**src/rtl/led_matrix_pkg.sv**
```systemverilog
// Shared types and default parameter values for the LED matrix scanner.
package led_matrix_pkg;

  // Scan FSM: blank the matrix between columns, then drive one column.
  typedef enum logic [0:0] {
    StBlank = 1'b0,
    StDrive = 1'b1
  } scan_state_e;

  localparam int unsigned DefRows       = 8;
  localparam int unsigned DefCols       = 4;
  localparam int unsigned DefPwmBits    = 4;
  localparam int unsigned DefScanDiv    = 2;
  localparam int unsigned DefBlankTicks = 1;

endpackage

```
**src/rtl/led_scan_prescaler.sv**
```systemverilog
// Divides clk down to one PWM tick every SCAN_DIV enabled cycles.
module led_scan_prescaler
  import led_matrix_pkg::*;
#(
  parameter int unsigned SCAN_DIV = DefScanDiv
) (
  input  logic clk,
  input  logic rst,
  input  logic enable,
  output logic tick
);

  localparam int unsigned CntW = (SCAN_DIV > 1) ? $clog2(SCAN_DIV) : 1;
  localparam logic [CntW-1:0] CntLast = CntW'(SCAN_DIV - 1);

  logic [CntW-1:0] cnt_q, cnt_d;

  // Count 0..SCAN_DIV-1 while enabled; hold when disabled.
  always_comb begin
    cnt_d = cnt_q;
    if (enable) begin
      cnt_d = (cnt_q == CntLast) ? '0 : cnt_q + 1'b1;
    end
  end

  // Prescaler register with asynchronous clear.
  always_ff @(posedge clk or posedge rst) begin
    if (rst) begin
      cnt_q <= '0;
    end else begin
      cnt_q <= cnt_d;
    end
  end

  assign tick = enable && (cnt_q == CntLast);

endmodule

```
**src/rtl/led_matrix_scan.sv**
```systemverilog
// Multiplexed LED matrix scanner: flop-based frame buffer, per-column PWM drive with
// blanking between columns and a tear-free shadow copy of the active column.
module led_matrix_scan
  import led_matrix_pkg::*;
#(
  parameter int unsigned ROWS        = DefRows,
  parameter int unsigned COLS        = DefCols,
  parameter int unsigned PWM_BITS    = DefPwmBits,
  parameter int unsigned SCAN_DIV    = DefScanDiv,
  parameter int unsigned BLANK_TICKS = DefBlankTicks,
  localparam int unsigned Entries    = ROWS * COLS,
  localparam int unsigned AddrW      = (Entries > 1) ? $clog2(Entries) : 1
) (
  input  logic                clk,
  input  logic                rst,
  input  logic                enable,
  input  logic                wr_en,
  input  logic [AddrW-1:0]    wr_addr,
  input  logic [PWM_BITS-1:0] wr_data,
  output logic [ROWS-1:0]     row,
  output logic [COLS-1:0]     col_n,
  output logic                frame_start
);

  localparam int unsigned ColW   = (COLS > 1) ? $clog2(COLS) : 1;
  localparam int unsigned BlankW = (BLANK_TICKS > 1) ? $clog2(BLANK_TICKS) : 1;
  localparam logic [PWM_BITS-1:0] PwmLast   = PWM_BITS'((2 ** PWM_BITS) - 2);
  localparam logic [BlankW-1:0]   BlankLast = BlankW'(BLANK_TICKS - 1);
  localparam logic [ColW-1:0]     ColLast   = ColW'(COLS - 1);

  logic tick;

  scan_state_e         state_q, state_d;
  logic [PWM_BITS-1:0] pwm_q, pwm_d;
  logic [BlankW-1:0]   blank_q, blank_d;
  logic [ColW-1:0]     col_q, col_d;
  logic                load;

  logic [PWM_BITS-1:0] fb_q     [Entries];
  logic [PWM_BITS-1:0] shadow_q [ROWS];
  logic [PWM_BITS-1:0] shadow_d [ROWS];

  logic [ROWS-1:0] row_q, row_d;
  logic [COLS-1:0] col_n_q, col_n_d;
  logic            fs_q, fs_d;

  led_scan_prescaler #(
    .SCAN_DIV (SCAN_DIV)
  ) u_prescaler (
    .clk    (clk),
    .rst    (rst),
    .enable (enable),
    .tick   (tick)
  );

  // Frame buffer write port; out-of-range addresses are dropped.
  always_ff @(posedge clk or posedge rst) begin
    if (rst) begin
      for (int i = 0; i < Entries; i++) fb_q[i] <= '0;
    end else if (wr_en && (32'(wr_addr) < Entries)) begin
      fb_q[wr_addr] <= wr_data;
    end
  end

  // Next-state logic: FSM only moves on ticks, so enable low freezes everything.
  always_comb begin
    state_d = state_q;
    pwm_d   = pwm_q;
    blank_d = blank_q;
    col_d   = col_q;
    load    = 1'b0;
    if (tick) begin
      unique case (state_q)
        StDrive: begin
          if (pwm_q == PwmLast) begin
            state_d = StBlank;
            pwm_d   = '0;
          end else begin
            pwm_d = pwm_q + 1'b1;
          end
        end
        StBlank: begin
          if (blank_q == BlankLast) begin
            state_d = StDrive;
            blank_d = '0;
            col_d   = (col_q == ColLast) ? '0 : col_q + 1'b1;
            load    = 1'b1;
          end else begin
            blank_d = blank_q + 1'b1;
          end
        end
        default: state_d = StBlank;
      endcase
    end
  end

  // Shadow capture reads the pre-write buffer, so a same-edge write lands next frame.
  always_comb begin
    for (int r = 0; r < ROWS; r++) begin
      shadow_d[r] = load ? fb_q[AddrW'(int'(col_d) * int'(ROWS) + r)] : shadow_q[r];
    end
  end

  // Output decode from next state so outputs change on the same edge as the counters.
  always_comb begin
    row_d   = '0;
    col_n_d = '1;
    fs_d    = 1'b0;
    if (enable && (state_d == StDrive)) begin
      for (int r = 0; r < ROWS; r++) row_d[r] = (pwm_d < shadow_d[r]);
      col_n_d[col_d] = 1'b0;
      fs_d           = load && (col_d == '0);
    end
  end

  // Scan state, shadow and registered outputs.
  always_ff @(posedge clk or posedge rst) begin
    if (rst) begin
      state_q <= StBlank;
      pwm_q   <= '0;
      blank_q <= '0;
      col_q   <= ColLast;
      for (int r = 0; r < ROWS; r++) shadow_q[r] <= '0;
      row_q   <= '0;
      col_n_q <= '1;
      fs_q    <= 1'b0;
    end else begin
      state_q  <= state_d;
      pwm_q    <= pwm_d;
      blank_q  <= blank_d;
      col_q    <= col_d;
      shadow_q <= shadow_d;
      row_q    <= row_d;
      col_n_q  <= col_n_d;
      fs_q     <= fs_d;
    end
  end

  assign row         = row_q;
  assign col_n       = col_n_q;
  assign frame_start = fs_q;

endmodule

```
**config.mk**
```make
export PLATFORM = sky130hd
export DESIGN_NAME = led_matrix_scan
export DESIGN_NICKNAME = d
export VERILOG_FILES = /design/src/rtl/led_matrix_pkg.sv /design/src/rtl/led_scan_prescaler.sv /design/src/rtl/led_matrix_scan.sv
export SDC_FILE = /design/constraint.sdc
export NUM_CORES = 1
export LEC_CHECK = 0
export ABC_AREA = 0
export CAP_MARGIN = 0
export CORE_MARGIN = 3
export CORE_UTILIZATION = 30
export CTS_BUF_LIST = sky130_fd_sc_hd__clkbuf_4 sky130_fd_sc_hd__clkbuf_8 sky130_fd_sc_hd__clkbuf_16
export CTS_CLUSTER_DIAMETER = 200
export DETAILED_ROUTE_END_ITERATION = 8
export RECOVER_POWER = 25
export SLEW_MARGIN = 20
export SYNTH_ARGS = -nofsm -noshare
export SYNTH_HDL_FRONTEND = slang
export SYNTH_SLANG_ARGS = --single-unit
```
**constraint.sdc**
```tcl
create_clock -name clk -period 7.54 [get_ports clk]
set_input_delay 1.131 -clock clk [delete_from_list [all_inputs] [get_ports clk]]
set_output_delay 1.131 -clock clk [all_outputs]
set_load 0.005 [all_outputs]
```
# Word level (Yosys, flattened, before mapping)
# Cells that the tools add are included.
[classes] magnitude_cmp=20 muxes=55 n_reduce_logical=7 n_eq_ne=2 n_bitwise=11 addsub=11
[op_table] op="4-bit binary-select mux with 5-bit select" count=8
[op_table] op="128-bit bitwise mux" count=1
[op_table] op="4-bit 2-to-1 mux" count=29
[op_table] op="5-bit by 6-bit greater-or-equal comparator with 1-bit output, second input constant" count=8
[op_table] op="5-bit NOT" count=8
[op_table] op="4-bit less-than comparator" count=8
[op_table] op="5-bit by 3-bit adder with 5-bit output, second input constant" count=4
[op_table] op="4-bit demux with 5-bit select" count=1
[op_table] op="5-bit by 2-bit adder with 5-bit output, second input constant" count=2
[op_table] op="1-bit 2-to-1 mux" count=9
[op_table] op="2-bit 2-to-1 mux" count=4
[op_table] op="8-bit 2-to-1 mux" count=1
[op_table] op="6-bit greater-or-equal comparator, second input constant" count=1
[op_table] op="6-bit by 1-bit less-than comparator with 1-bit output, second input constant" count=1
[op_table] op="5-bit NOT with 6-bit output" count=1
[op_table] op="5-bit by 1-bit adder with 5-bit output, second input constant" count=1
[op_table] op="1-bit logical AND" count=5
[op_table] op="4-bit by 1-bit adder with 4-bit output, second input constant" count=1
[op_table] op="4-bit == test, second input constant" count=1
[op_table] op="4-bit NOT" count=1
[op_table] op="2-bit by 3-bit less-than comparator with 1-bit output, second input constant" count=1
[op_table] op="1-bit adder, second input constant" count=2
[op_table] op="2-bit by 1-bit adder with 2-bit output, second input constant" count=1
[op_table] op="1-bit demux with 2-bit select" count=1
[op_table] op="6 further kinds" count=6
[totals] out_inout_bits=13 reg_bits=182

# Depth between registers and ports, before layout
[depth] ltp_word=13 depth_mapped=14

# By module
# Synthesis repeated with hierarchy kept, for this count alone.
[unflattened] cells_unflattened=764 area_unflattened_um2=8973.6
[modules_own_cells] module="led_matrix_scan" cells_per_inst=760 area_each_um2=8928.6 instances=1 seq_area_each_um2=4511.8
[modules_own_cells] module="led_scan_prescaler" cells_per_inst=4 area_each_um2=45.0 instances=1 seq_area_each_um2=25.0

# Worst setup path before layout
# No wires, ideal clock.
[synth_timing] path_kind="input to register" startpoint="input enable" endpoint="register row_q[2] (netlist: row[2])" path_buffers=1 setup_ns=0.077 required_time_ns=7.463 t_arrival_ns=3.066 stages=9 setup_slack_ns=4.396 cell_sequence="and4bb_1 > buf_6 > mux2i_4 > mux4_1 > nand2_1 > and2_1 > ha_1 > a211o_1 > a21oi_1"
[synth_via] elab_chain_len=10 elab_cells_between_ends=14 cone_classes="add/sub: 1; order compare: 1; mux: 9; bitwise: 1; reduce/logical: 2"
[synth_rtl] element="start, declared" line_no="led_matrix_scan.sv:16" rtl="input logic enable,"
[synth_rtl] element="1-bit logical AND" line_no="led_scan_prescaler.sv:35" rtl="assign tick = enable && (cnt_q == CntLast);"
[synth_rtl] element="2-bit 2-to-1 mux" line_no="led_matrix_scan.sv:72" rtl="if (tick) begin"
[synth_rtl] element="5-bit by 2-bit adder with 5-bit output" line_no="led_matrix_scan.sv:100" rtl="shadow_d[r] = load ? fb_q[AddrW'(int'(col_d) * int'(ROWS) + r)] : shadow_q[r];"
[synth_rtl] element="5-bit NOT (not written as such)" line_no="led_matrix_scan.sv:100"
[synth_rtl] element="4-bit binary-select mux with 5-bit select" line_no="led_matrix_scan.sv:100"
[synth_rtl] element="4-bit 2-to-1 mux (not written as such) (2 in a row)" line_no="led_matrix_scan.sv:100"
[synth_rtl] element="4-bit 2-to-1 mux" line_no="led_matrix_scan.sv:100"
[synth_rtl] element="4-bit less-than comparator" line_no="led_matrix_scan.sv:110" rtl="for (int r = 0; r < ROWS; r++) row_d[r] = (pwm_d < shadow_d[r]);"
[synth_rtl] element="8-bit 2-to-1 mux *" line_no="led_matrix_scan.sv:109" rtl="if (enable && (state_d == StDrive)) begin"
[synth_rtl] element="named net row_d[2]" line_no="led_matrix_scan.sv:43" rtl="logic [ROWS-1:0] row_q, row_d;"
[synth_rtl] element="end signal, assigned" line_no="led_matrix_scan.sv:133" rtl="row_q <= row_d;"
[synth_rtl] element="end, declared" line_no="led_matrix_scan.sv:43"
# The timed path passes the listed nets; every way through them passes the cells marked *. The select of a mux whose other input is x is not followed.
# A chain may end at the register's enable or synchronous reset.

# Worst setup path in the final report
# Same ends and word-level chain as after synthesis.

==> impl_metrics.ini <==
[logic_synthesis]
synth_xor_area_share_pct = 0.0989
syn_area_mm2 = 0.00885
ys_async_sr_fraction_pct = 100
ys.warnings.count = 0
synth.area.mux_share_pct = 24.7
synthFlopType = dfrtp_1
synthAdderAreaFrac_pct = 3.53
syn_avg_cell_area_um2 = 12.7
yosysSeqAreaShare_pct = 51.2
syn_inst = 698
synth_top_family_by_area = multiplexers
yosys.cell_types.count = 53
ys_seq_elements = 181
synth_edf_count = 0
yosys.area_share.simple_pct = 8.05
synthesis.nets = 736
synth_compound_area_share_pct = 9.72

[worst_setup_path]
rr_startpoint = col_q[0]
worstRegToRegCells = 10
r2r_setup_slack_ns = 3.53
crit_fanout = 37
endpoint_kind = register
crit_slowest_cell = dlygate4sd3_1
cp-startpoint = enable
crit_chain = dlygate4sd3_1 -> nand3b_4 -> mux2i_4 -> buf_4 -> mux4_1 -> nand2_1 -> and2_1 -> ha_1 -> a211o_1 -> a21oi_1
start_kind = primary input
slowest_delay_ns = 0.87
worstReg2RegEnd = row[2]
crit_arrival_ns = 5.28
crit_required_ns = 7.89
path_class = primary input to register

[routing]
drtAntennaViolNets = 0
routed_via_density = 5.16
via_count = 5698
wire_per_inst_um = 18.7
drt_wl_total_mm = 20.7
drcViolationCount = 0
first_iter_violations = 376
drtPass1Iterations = 5

[cts]
cts.sinks = 181
root_buffer = clkbuf_16
hold_buffers = 0
cts_made_buffers = 17
cts_resized = 0
path_clk_slew_ns = 0.07
clock_path_buffers = 2
cts_tree = done
h-tree-depth = 4
clk_latency_ns = 0.43
cts_setup_buffers = 0

[final_layout]
regArea_mm2 = 0.00454
syn2layout_area_growth_pct = 12.9
nets = 744
multi_input_area_mm2 = 0.00409
final_cells = 1104
fill_cells = 2847
layout-drive-gt1-share_pct = 29.3

[timing]
rsz0062_at_grt = no
skew_ns = 0.0108
hold_viol = 0
maxClockFrequency_ghz = 0.203
relSlewSlack_pct = -135
period_share_pct = 65.4
fin_crit_ns = 4.93
setup_viol = 0
worst_slew_pin_slew_ns = 3.51
final.setup.tns_ns = 0
maxSlewViolCount = 79

[grt]
grtUsageTotal_pct = 13.7
grt_pass1_wl_mm = 33.3
grt-ovfl-total = 0
grt_pass1_vias = 5612
grt_max_degree = 79
grt_antenna_before_repair = 1

[min_path]
worstHoldStart = shadow_q[23]
holdPathStages = 2
hold_class = register to register
hold_end = shadow_q[23]

[pwr]
combPwrFrac_pct = 34.4
vdd_drop_max_uv = 174
total_power_mw = 3.37
switching_power_mw = 1.19
seqPwrFrac_pct = 39.9
leakagePower_nw = 4.35
internal-power_mw = 2.19
power.density_mw_per_mm2 = 337
clock_power_share_pct = 25.7
swShare_pct = 35.2

[run]
max_cap_viol_count = 1

[die]
placementRows = 62
coreArea_mm2 = 0.0289
die_h_um = 178
die_w_um = 178
die-area_mm2 = 0.0316
ioPinCount = 26
start_util_pct = 30.6

[outcome]
violations = max-capacitance violations, max-slew violations
status = finished with violations

[placed_design]
dp_cells = 1071
portBuffers = 25
dp_hpwl_mm = 13.9
gp_congestion = 0.740
-- layout make-up --
| cell class | count | area share (%) |
|---|---|---|
| clock inverter | 15 | 1.46 |
| sequential | 181 | 45.4 |
| inverter | 4 | 0.163 |
| antenna | 1 | 0.0250 |
| clock buffer | 17 | 4.26 |
| multi-input combinational | 469 | 40.9 |
| tap | 384 | 4.81 |
| timing repair buffer | 33 | 2.95 |
-- stage by stage --
stage | hold slack, ns | setup slack [ns] | util (%) | instance area (um^2)
3_3_place_gp | 0.444 | 2.33 | 32.6 | 9440
2_1_floorplan | 0.433 | 1.50 | - | 8850
3_5_place_dp | 0.451 | 2.28 | 32.6 | 9430
4_1_cts | 0.468 | 2.71 | 34.5 | 10000
5_1_grt | 0.494 | 2.38 | 34.5 | 10000
6_report | 0.468 | 2.61 | 34.5 | 10000
-- cells in the mapped netlist, types with 3 or more instances --
cell type	count	area, um^2
o21ai_1	17	85.1
o31ai_1	8	60.1
nand3_1	6	30.0
nand3b_1	4	30.0
a311oi_1	7	61.3
buf_6	5	56.3
a32oi_1	17	149
nor2b_1	3	18.8
mux2i_1	36	360
clkbuf_1	27	101
a211oi_1	7	52.6
nand2_1	45	169
nor3b_1	5	37.5
o21ai_0	11	55.1
and4b_1	8	80.1
a21oi_1	18	90.1
dfrtp_1	175	4380
and2_1	7	43.8
inv_1	3	11.3
dfstp_2	6	158
mux4_1	3	78.8
nor2_1	34	128
a32o_1	7	70.1
mux4_2	3	67.6
a211o_1	7	61.3
nor3_1	4	20.0
mux2_2	146	1640
buf_2	8	40.0
ha_1	25	313
a21o_1	3	22.5
nor4_1	7	43.8
o211a_1	7	70.1
-- cell families (layout without fill, tap and decap cells) --
kind of cell | count (synthesis) | in the layout
multiplexers | 190 | 190
flip-flops | 181 | 181
AND/OR/NAND/NOR | 136 | 136
AO/OA/AOI/OAI | 117 | 117
buffers and inverters | 48 | 69
adder cells (fa/ha/maj) | 25 | 25
XOR/XNOR | 1 | 1
other | 0 | 1
-- worst max-delay path by stage --
| stage | endpoint | cells past startpoint |
|---|---|---|
| floorplan | fb_q[0] | 1 |
| global placement | row[2] | 10 |
| detailed placement | row[2] | 10 |
| CTS | row[2] | 10 |
| global route | row[2] | 10 |
| finish | row[2] | 10 |
-- power groups by stage --
stage	logic (mW)	registers [mW]	clock network, mW
after floorplan	0.885	1.31	0
after global placement	1.15	1.36	0
after detailed placement	1.17	1.36	0
after CTS	1.18	1.35	0.888
after global routing	1.30	1.38	0.930
final	1.16	1.34	0.868
-- cell usage in the layout, fill, tap and decap left out, drive strengths merged, types with 8 or more instances in the layout --
cell type and count:
a21oi 18, ha 25, dfrtp 175, clkbuf 17
o21ai 28, a32oi 17, nand2 45, buf 11
a311oi 8, o31ai 8, mux2 146, mux2i 38
clkdlybuf4s50 10, dlygate4sd3 12, nor2 34, and4b 8
inv 10
-- metal layers --
layer,routed length [um],GRT usage (%),up-vias
met3,775,3.23,13
met4,159,2.75,0
met1,10400,20.1,2972
met5,0,0,-
met2,9320,20.6,93
li1,-,-,2620
-- critical path: cells and delay by family --
family | cells | cell delay, ns
multiplexers | 2 | 1.35
AND/OR/NAND/NOR | 3 | 0.74
adder cells (fa/ha/maj) | 1 | 0.23
AO/OA/AOI/OAI | 2 | 0.43
buffers and inverters | 2 | 1.36
-- sequential cells by signal (all words and copies together), names as in the netlist --
signal,cells
col_q,2
pwm_q,4
col_n,4
fb_q,128
frame_start,1
row,8
u_prescaler.cnt_q,1
state_q,1
shadow_q,32
No activity file was read; power rests on OpenSTA's default activity.
